**config.mk**
```make
export PLATFORM = sky130hd
export DESIGN_NAME = adder_16b_csel_mpseq
export DESIGN_NICKNAME = d
export VERILOG_FILES = /design/src/rtl/adder_mpseq_pkg.sv /design/src/rtl/adder_16b_csel_core.sv /design/src/rtl/adder_16b_csel_mpseq.sv
export SDC_FILE = /design/constraint.sdc
export NUM_CORES = 1
export LEC_CHECK = 0
export ABC_AREA = 1
export CORE_MARGIN = 2
export CORE_UTILIZATION = 35
export CTS_CLUSTER_DIAMETER = 80
export DETAILED_ROUTE_END_ITERATION = 12
export GPL_ROUTABILITY_DRIVEN = 0
export PLACE_DENSITY = 0.62
export SYNTH_ARGS = -nofsm -noshare
export SYNTH_HDL_FRONTEND = slang
export SYNTH_HIERARCHICAL = 1
export SYNTH_SLANG_ARGS = --single-unit
```
**constraint.sdc**
```tcl
create_clock -name clk -period 5.7 [get_ports clk]
set_clock_uncertainty 0.15 [all_clocks]
set_input_delay 1.425 -clock clk [delete_from_list [all_inputs] [get_ports clk]]
set_output_delay 1.425 -clock clk [all_outputs]
set_load 0.02 [all_outputs]
```
**src/rtl/adder_mpseq_pkg.sv**
```systemverilog
// Shared types and constants for the word-serial multi-precision adder.
package adder_mpseq_pkg;

    localparam int unsigned WORD_W = 16;
    localparam int unsigned HALF_W = WORD_W / 2;

    // FSM state encoding
    localparam int unsigned ST_W = 2;
    typedef logic [ST_W-1:0] state_t;
    localparam state_t ST_IDLE  = 2'd0;
    localparam state_t ST_RUN   = 2'd1;
    localparam state_t ST_FLUSH = 2'd2;

    // One word of operand payload
    typedef struct packed {
        logic [WORD_W-1:0] a;
        logic [WORD_W-1:0] b;
    } operand_t;

    // One word of adder result
    typedef struct packed {
        logic              cout;
        logic [WORD_W-1:0] sum;
    } word_res_t;

    // Word counter width; never narrower than one bit
    function automatic int unsigned cnt_width(input int unsigned n);
        return (n <= 1) ? 1 : $clog2(n);
    endfunction

endpackage

```
**src/rtl/adder_16b_csel_core.sv**
```systemverilog
// Combinational 16-bit carry-select adder: the high byte is precomputed
// for both carry values and picked by the low-byte carry.
module adder_16b_csel_core
    import adder_mpseq_pkg::*;
(
    input  logic [WORD_W-1:0] a,
    input  logic [WORD_W-1:0] b,
    input  logic              cin,
    output logic [WORD_W-1:0] sum,
    output logic              cout
);

    logic [HALF_W:0] lo;
    logic [HALF_W:0] hi0;
    logic [HALF_W:0] hi1;

    // Low half ripple plus both speculative high halves
    always_comb begin
        lo  = (HALF_W+1)'(a[HALF_W-1:0]) + (HALF_W+1)'(b[HALF_W-1:0])
            + (HALF_W+1)'(cin);
        hi0 = (HALF_W+1)'(a[WORD_W-1:HALF_W]) + (HALF_W+1)'(b[WORD_W-1:HALF_W]);
        hi1 = (HALF_W+1)'(a[WORD_W-1:HALF_W]) + (HALF_W+1)'(b[WORD_W-1:HALF_W])
            + (HALF_W+1)'(1'b1);
    end

    // Select the high half with the low-half carry
    always_comb begin
        sum[HALF_W-1:0] = lo[HALF_W-1:0];
        if (lo[HALF_W]) begin
            sum[WORD_W-1:HALF_W] = hi1[HALF_W-1:0];
            cout                 = hi1[HALF_W];
        end else begin
            sum[WORD_W-1:HALF_W] = hi0[HALF_W-1:0];
            cout                 = hi0[HALF_W];
        end
    end

endmodule

```
**src/rtl/adder_16b_csel_mpseq.sv**
```systemverilog
// Word-serial multi-precision add sequencer: chains carry across NWORDS
// words (LS word first) with a 1-deep registered output stage.
module adder_16b_csel_mpseq
    import adder_mpseq_pkg::*;
#(
    parameter int unsigned NWORDS = 4
) (
    input  logic              clk,
    input  logic              rst_n,
    input  logic              start,
    input  logic              abort,
    input  logic              cin,
    output logic              busy,
    input  logic              in_valid,
    output logic              in_ready,
    input  logic [WORD_W-1:0] in_a,
    input  logic [WORD_W-1:0] in_b,
    output logic              out_valid,
    input  logic              out_ready,
    output logic [WORD_W-1:0] out_sum,
    output logic              out_last,
    output logic              done,
    output logic              cout
);

    localparam int unsigned CW = cnt_width(NWORDS);
    localparam logic [CW-1:0] LAST_IDX = CW'(NWORDS - 1);

    state_t            state, state_d;
    logic              carry, carry_d;
    logic [CW-1:0]     cnt, cnt_d;
    logic              busy_d;
    logic              out_valid_d;
    logic [WORD_W-1:0] out_sum_d;
    logic              out_last_d;
    logic              done_d;
    logic              cout_d;

    operand_t          opnd;
    word_res_t         res;
    logic              accept;
    logic              drain;
    logic              last_word;

    assign opnd = '{a: in_a, b: in_b};

    adder_16b_csel_core u_core (
        .a    (opnd.a),
        .b    (opnd.b),
        .cin  (carry),
        .sum  (res.sum),
        .cout (res.cout)
    );

    // Input is taken only in RUN when the output slot is free or draining;
    // abort masks it so upstream never sees a handshake that is dropped.
    assign in_ready  = (state == ST_RUN) && !abort && (!out_valid || out_ready);
    assign accept    = in_valid && in_ready;
    assign drain     = out_valid && out_ready;
    assign last_word = (cnt == LAST_IDX);

    // Next-state and next-output logic
    always_comb begin
        state_d     = state;
        carry_d     = carry;
        cnt_d       = cnt;
        out_valid_d = out_valid;
        out_sum_d   = out_sum;
        out_last_d  = out_last;
        done_d      = 1'b0;
        cout_d      = cout;

        if (abort) begin
            state_d     = ST_IDLE;
            out_valid_d = 1'b0;
            out_last_d  = 1'b0;
        end else begin
            case (state)
                ST_IDLE: begin
                    if (start) begin
                        state_d = ST_RUN;
                        carry_d = cin;
                        cnt_d   = '0;
                        cout_d  = 1'b0;
                    end
                end
                ST_RUN: begin
                    if (drain) begin
                        out_valid_d = 1'b0;
                        out_last_d  = 1'b0;
                    end
                    if (accept) begin
                        out_sum_d   = res.sum;
                        out_valid_d = 1'b1;
                        out_last_d  = last_word;
                        carry_d     = res.cout;
                        if (last_word) begin
                            state_d = ST_FLUSH;
                        end else begin
                            cnt_d = cnt + CW'(1);
                        end
                    end
                end
                ST_FLUSH: begin
                    if (drain) begin
                        out_valid_d = 1'b0;
                        out_last_d  = 1'b0;
                        done_d      = 1'b1;
                        cout_d      = carry;
                        state_d     = ST_IDLE;
                    end
                end
                default: begin
                    state_d = ST_IDLE;
                end
            endcase
        end

        busy_d = (state_d == ST_RUN) || (state_d == ST_FLUSH);
    end

    // State, datapath and output registers
    always_ff @(posedge clk or negedge rst_n) begin
        if (!rst_n) begin
            state     <= ST_IDLE;
            carry     <= 1'b0;
            cnt       <= '0;
            busy      <= 1'b0;
            out_valid <= 1'b0;
            out_sum   <= '0;
            out_last  <= 1'b0;
            done      <= 1'b0;
            cout      <= 1'b0;
        end else begin
            state     <= state_d;
            carry     <= carry_d;
            cnt       <= cnt_d;
            busy      <= busy_d;
            out_valid <= out_valid_d;
            out_sum   <= out_sum_d;
            out_last  <= out_last_d;
            done      <= done_d;
            cout      <= cout_d;
        end
    end

endmodule

```
==> flow_metrics.py, run 1 <==
metrics = {
    "finish": {
        "seq_area_um2": 651,
        "mostFrequentLayoutCell": "nand2_1",
        "fin_cells": 432,
        "multi_input_area_um2": 1300,
        "final_nets": 417,
        "drive_above_1_share": 0.106,
        "n_antenna_cell": 0,
        "synthToLayoutAreaGrowth_pct": 33.3,
        "final_cell_mix": "84 x nand2_1, 60 x clkdlybuf4s50_1, 55 x inv_1",
        "utilization": 0.488,
        "fill_cells": 611,
    },
    "cts": {
        "clock-sinks": 26,
        "cts_tree": "yes",
        "cts_setup_buffers": 0,
        "clock_path_buffers": 2,
        "clk_latency_ns": 0.27,
        "cts_hold_buf": 0,
        "clkTransAtPathRegs_ns": 0.09,
        "cts_buffers": 3,
        "cts_max_level": 1,
        "postCtsResizedCells": 0,
        "clock-root-buffer": "clkbuf_8",
    },
    "place": {
        "hpwl_um": 3470,
        "numPortBuffers": 60,
        "dp_slack_ns": 1.27,
        "dp_cells": 428,
    },
    "global_route": {
        "grt_pass1_wl_um": 7800,
        "grt_most_used_layer": "met2",
        "met1_usage": 0.176,
        "grt_usage": 0.132,
        "antenna_found_initial": 0,
        "grt_max_degree": 36,
        "grt_use_met2": 0.214,
        "overflow": 0,
        "grt_pass1_vias": 1815,
        "grt_use_met3": 0.0447,
    },
    "floorplan": {
        "core_area_um2": 5990,
        "initial_core_util": 0.366,
        "fp.dieH_um": 83.1,
        "dieWidth_um": 83.1,
        "io-pin-count": 61,
        "rows": 28,
        "die_area_um2": 6910,
    },
    "synth": {
        "synth_seq_cells": 26,
        "yosys_warnings": 6,
        "post_synth.cell_area_avg_um2": 7.43,
        "synth_area_um2": 2190,
        "syn-num-nets": 354,
        "syn_inst": 295,
        "yosysTopAreaCellShare": 0.297,
        "synth_area_leaders": "dfrtp_1 30%, nand2_1 14%, ha_1 9.7%, inv_1 9.4%, nand3_1 3.7%",
        "yosysTopAreaCell": "dfrtp_1",
        "yosysSeqAreaShare": 0.297,
        "ys_types": 32,
    },
    "sta": {
        "fin_ws_ns": 1.27,
        "worst_slew_pin_slew_ns": 0.433,
        "slew_headroom": 0.711,
        "max_freq_mhz": 226,
        "fin_setup_tns_ns": 0,
        "setup_viol": 0,
        "rsz0062_at_grt": "false",
        "hold_viol_final": 0,
        "min_period_over_period": 0.777,
        "final_max_slew_viol_count": 0,
        "fin_crit_ns": 4.43,
    },
    "route": {
        "drc_errors": 0,
        "vias": 1945,
        "drt_iter0_drc": 68,
        "routed_via_density": 4.50,
        "drt_pass1_iterations": 4,
        "wl_per_cell_um": 9.96,
        "ant_nets": 0,
        "wl_um": 4300,
    },
    "flow_run": {
        "drv_cap": 0,
    },
    "worst_setup_path": {
        "crit_arrival_ns": 2.85,
        "cp.required_ns": 4.12,
        "worstSetupPathType": "in2out",
        "end_kind": "output port",
        "crit_fanout": 4,
        "start_kind": "primary input",
    },
    "pwr": {
        "total_power_mw": 0.721,
        "p_per_area_nw_per_um2": 247,
        "vdd_drop_max_mv": 0.147,
        "p_leak_nw": 1.52,
    },
    "status": {
        "status": "complete, no violations",
    },
    "worst_hold_path": {
        "hold_path_class": "reg2reg",
    },
}
-- where the power goes --
group / switching, mW / internal (mW) / leakage (nW)
combinational: 0.186 / 0.163 / 1.16
clock: 0.0579 / 0.0618 / 0.0288
sequential: 0.0256 / 0.227 / 0.336
total: 0.269 / 0.452 / 1.52
-- through the flow --
step / instance area, µm² / hold WS (ns)
floorplan: 2190 / 0.296
global placement: 2870 / 0.310
detailed placement: 2870 / 0.323
CTS: 2920 / 0.354
global route: 2920 / 0.386
finish: 2920 / 0.337
-- cell usage after synthesis --
library cell and number:
a21oi_2 1, a21o_1 1, buf_4 2, dfrtp_1 26, nand3_4 3, o21ai_1 11, o211ai_1 1, inv_2 3
a21oi_1 7, nor2_4 3, mux2i_1 1, xnor2_1 5, a31oi_1 2, fa_1 3, nand3_1 16, nor2_2 3
nand2_1 84, xor2_1 7, o21ai_2 6, nand4_2 1, nor2_1 11, o21a_1 1, buf_6 1, inv_1 55
nand3b_1 1, nand3_2 1, nand2_4 4, or2_2 1, ha_1 17, nand2_2 7, o21ai_0 5, nand4_1 5
-- critical path, cell delays in order --
cell and delay, ns:
clkdlybuf4s50_1 0.48, inv_1 0.05, nand2_1 0.15, nand2_1 0.07, nor2_1 0.08, clkdlybuf4s50_1 0.60
-- sequential cells by signal, indices dropped and copies added (netlist names) --
register   cells
busy           1
cout           1
out_last       1
cnt            2
out_sum       16
carry          1
done           1
state          2
out_valid      1
-- path summary, 6_finish.rpt --
check,from,to,slack [ns],cells past startpoint
max,out_ready,in_ready,1.27,6
min,out_last,out_last,0.34,2
max reg2reg,carry,carry,3.33,15
min reg2reg,out_last,out_last,0.34,2
max in group asynchronous,rst_n,state[1],3.76,2
min in group asynchronous,rst_n,cnt[1],1.38,2
-- logic make-up after synthesis --
family,count (synthesis),share of synthesized area
buf+inv,61,0.111
flops,26,0.297
fa+ha+maj,20,0.124
simple gates,140,0.318
mux,1,0.00457
xor+xnor,12,0.0479
compound gates,35,0.0965
-- routing by layer --
metal	wire [µm]	vias up
met5	0	-
met4	25	0
met3	269	4
met2	1930	41
met1	2080	857
li1	-	1043
-- area by class of cell --
class,instances,area share
inverters,58,0.0745
repair buffers,61,0.208
well taps,75,0.0321
flip-flops and latches,26,0.223
clock buffers,4,0.0188
multi-input cells,208,0.444
(Power assumes the default switching activity.)
==> inputs of run 2 (changes only) <==
--- a/config.mk
+++ b/config.mk
@@ -11,7 +11,7 @@
 export CTS_CLUSTER_DIAMETER = 80
 export DETAILED_ROUTE_END_ITERATION = 12
 export GPL_ROUTABILITY_DRIVEN = 0
-export PLACE_DENSITY = 0.62
+export PLACE_DENSITY = 0.65
 export SYNTH_ARGS = -nofsm -noshare
 export SYNTH_HDL_FRONTEND = slang
 export SYNTH_HIERARCHICAL = 1
==> constraint.sdc (replaced) <==
create_clock -name clk -period 4 [get_ports clk]
set_clock_uncertainty 0.15 [all_clocks]
set_input_delay 1 -clock clk [delete_from_list [all_inputs] [get_ports clk]]
set_output_delay 1 -clock clk [all_outputs]
set_load 0.02 [all_outputs]
==> flow_metrics.py, run 2 (synthesized netlist as in run 1, its figures left out) <==
metrics = {
    "cts": {
        "postCtsResizedCells": 0,
        "clock_path_buffers": 2,
        "clock-root-buffer": "clkbuf_8",
        "cts_hold_buf": 0,
        "clock-sinks": 26,
        "cts_max_level": 1,
        "clkTransAtPathRegs_ns": 0.09,
        "cts_buffers": 3,
        "clk_latency_ns": 0.27,
        "cts_setup_buffers": 0,
        "cts_tree": "yes",
    },
    "finish": {
        "largest_reg_flops": 16,
        "synthToLayoutAreaGrowth_pct": 34.1,
        "fill_cells": 623,
        "drive_above_1_share": 0.106,
        "final_nets": 417,
        "top_regs": "out_sum (16), cnt (2), state (2)",
        "n_antenna_cell": 0,
        "final_cell_mix": "84 x nand2_1, 60 x clkdlybuf4s50_1, 55 x inv_1",
        "fin_cells": 432,
        "regMostFlops": "out_sum",
        "mostFrequentLayoutCell": "nand2_1",
    },
    "sta": {
        "slew_headroom": 0.705,
        "hold_viol_final": 0,
        "fin_setup_tns_ns": 0,
        "fin_ws_ns": 0.420,
        "final_max_slew_viol_count": 0,
        "fin_crit_ns": 3.58,
        "rsz0062_at_grt": "false",
        "fin_hold_ws_ns": 0.325,
        "setup_viol": 0,
        "worst_slew_pin_slew_ns": 0.443,
        "min_period_over_period": 0.895,
        "max_freq_mhz": 279,
    },
    "route": {
        "wl_per_cell_um": 10.2,
        "drt_iter0_drc": 95,
        "vias": 1965,
        "routed-wl-met2_um": 2040,
        "wl_met3_um": 197,
        "drt-met1-wl_um": 2130,
        "drc_errors": 0,
        "ant_nets": 0,
        "wl_um": 4400,
        "dr.max_layer_used": "met4",
        "drt_pass1_iterations": 4,
        "routed_via_density": 4.55,
    },
    "global_route": {
        "grt_pass1_vias": 1799,
        "antenna_found_initial": 0,
        "grt_pass1_wl_um": 7890,
        "overflow": 0,
        "grt_max_degree": 36,
        "grt_usage": 0.133,
    },
    "floorplan": {
        "core_area_um2": 5990,
        "io-pin-count": 61,
        "fp.dieH_um": 83.1,
        "initial_core_util": 0.366,
        "rows": 28,
        "dieWidth_um": 83.1,
        "die_area_um2": 6910,
    },
    "worst_setup_path": {
        "worstSetupPathType": "in2out",
        "crit_fanout": 4,
        "crit_arrival_ns": 2.43,
        "end_kind": "output port",
        "cp.required_ns": 2.85,
        "start_kind": "primary input",
    },
    "place": {
        "dp_slack_ns": 0.431,
        "dp_cells": 428,
        "numPortBuffers": 60,
        "hpwl_um": 3570,
    },
    "pwr": {
        "vdd_drop_max_mv": 0.256,
        "p_per_area_nw_per_um2": 365,
        "p_leak_nw": 1.53,
        "total_power_mw": 1.07,
    },
    "worst_hold_path": {
        "hold_path_class": "reg2reg",
    },
    "status": {
        "status": "complete, no violations",
    },
    "flow_run": {
        "drv_cap": 0,
    },
}
run 2: per-stage QoR:
step / util / instance area, µm²
after global placement: 0.479 / 2870
after detailed placement: 0.479 / 2870
after global routing: 0.491 / 2940
final: 0.491 / 2940
after CTS: 0.491 / 2940
after floorplan: - / 2190
run 2: worst max-delay path, cell delays in order:
cell and delay [ns]:
clkdlybuf4s50_1 0.47, inv_1 0.04, nand2_1 0.15, nand2_1 0.07
nor2_1 0.08, clkdlybuf4s50_1 0.60
run 2: layout make-up:
class                   count  area [µm²]  share of cell area
inverters                  58         218              0.0741
multi-input cells         208        1300               0.441
flip-flops and latches     26         651               0.221
clock inverters             1        30.0              0.0102
clock buffers               3        41.3              0.0140
well taps                  75        93.8              0.0319
repair buffers             61         608               0.207
run 2: power by group:
group | internal, mW | switching, mW | total (mW)
clock | 0.134 | 0.0803 | 0.214
combinational | 0.233 | 0.265 | 0.498
sequential | 0.323 | 0.0387 | 0.362
total | 0.690 | 0.384 | 1.07
run 2: path summary, 6_finish.rpt:
path,from,endpoint,slack [ns],depth (start not counted)
max,out_ready,in_ready,0.42,6
min,out_last,out_last,0.33,2
max reg2reg,carry,carry,1.60,15
min reg2reg,out_last,out_last,0.33,2
max in group asynchronous,rst_n,out_sum[2],2.50,2
min in group asynchronous,rst_n,out_sum[14],0.95,2
run 2: per-layer routing:
layer,up-vias,GRT usage
li1,1040,-
met1,879,0.185
met2,42,0.218
met3,4,0.0298
met4,0,0.0194
met5,-,0
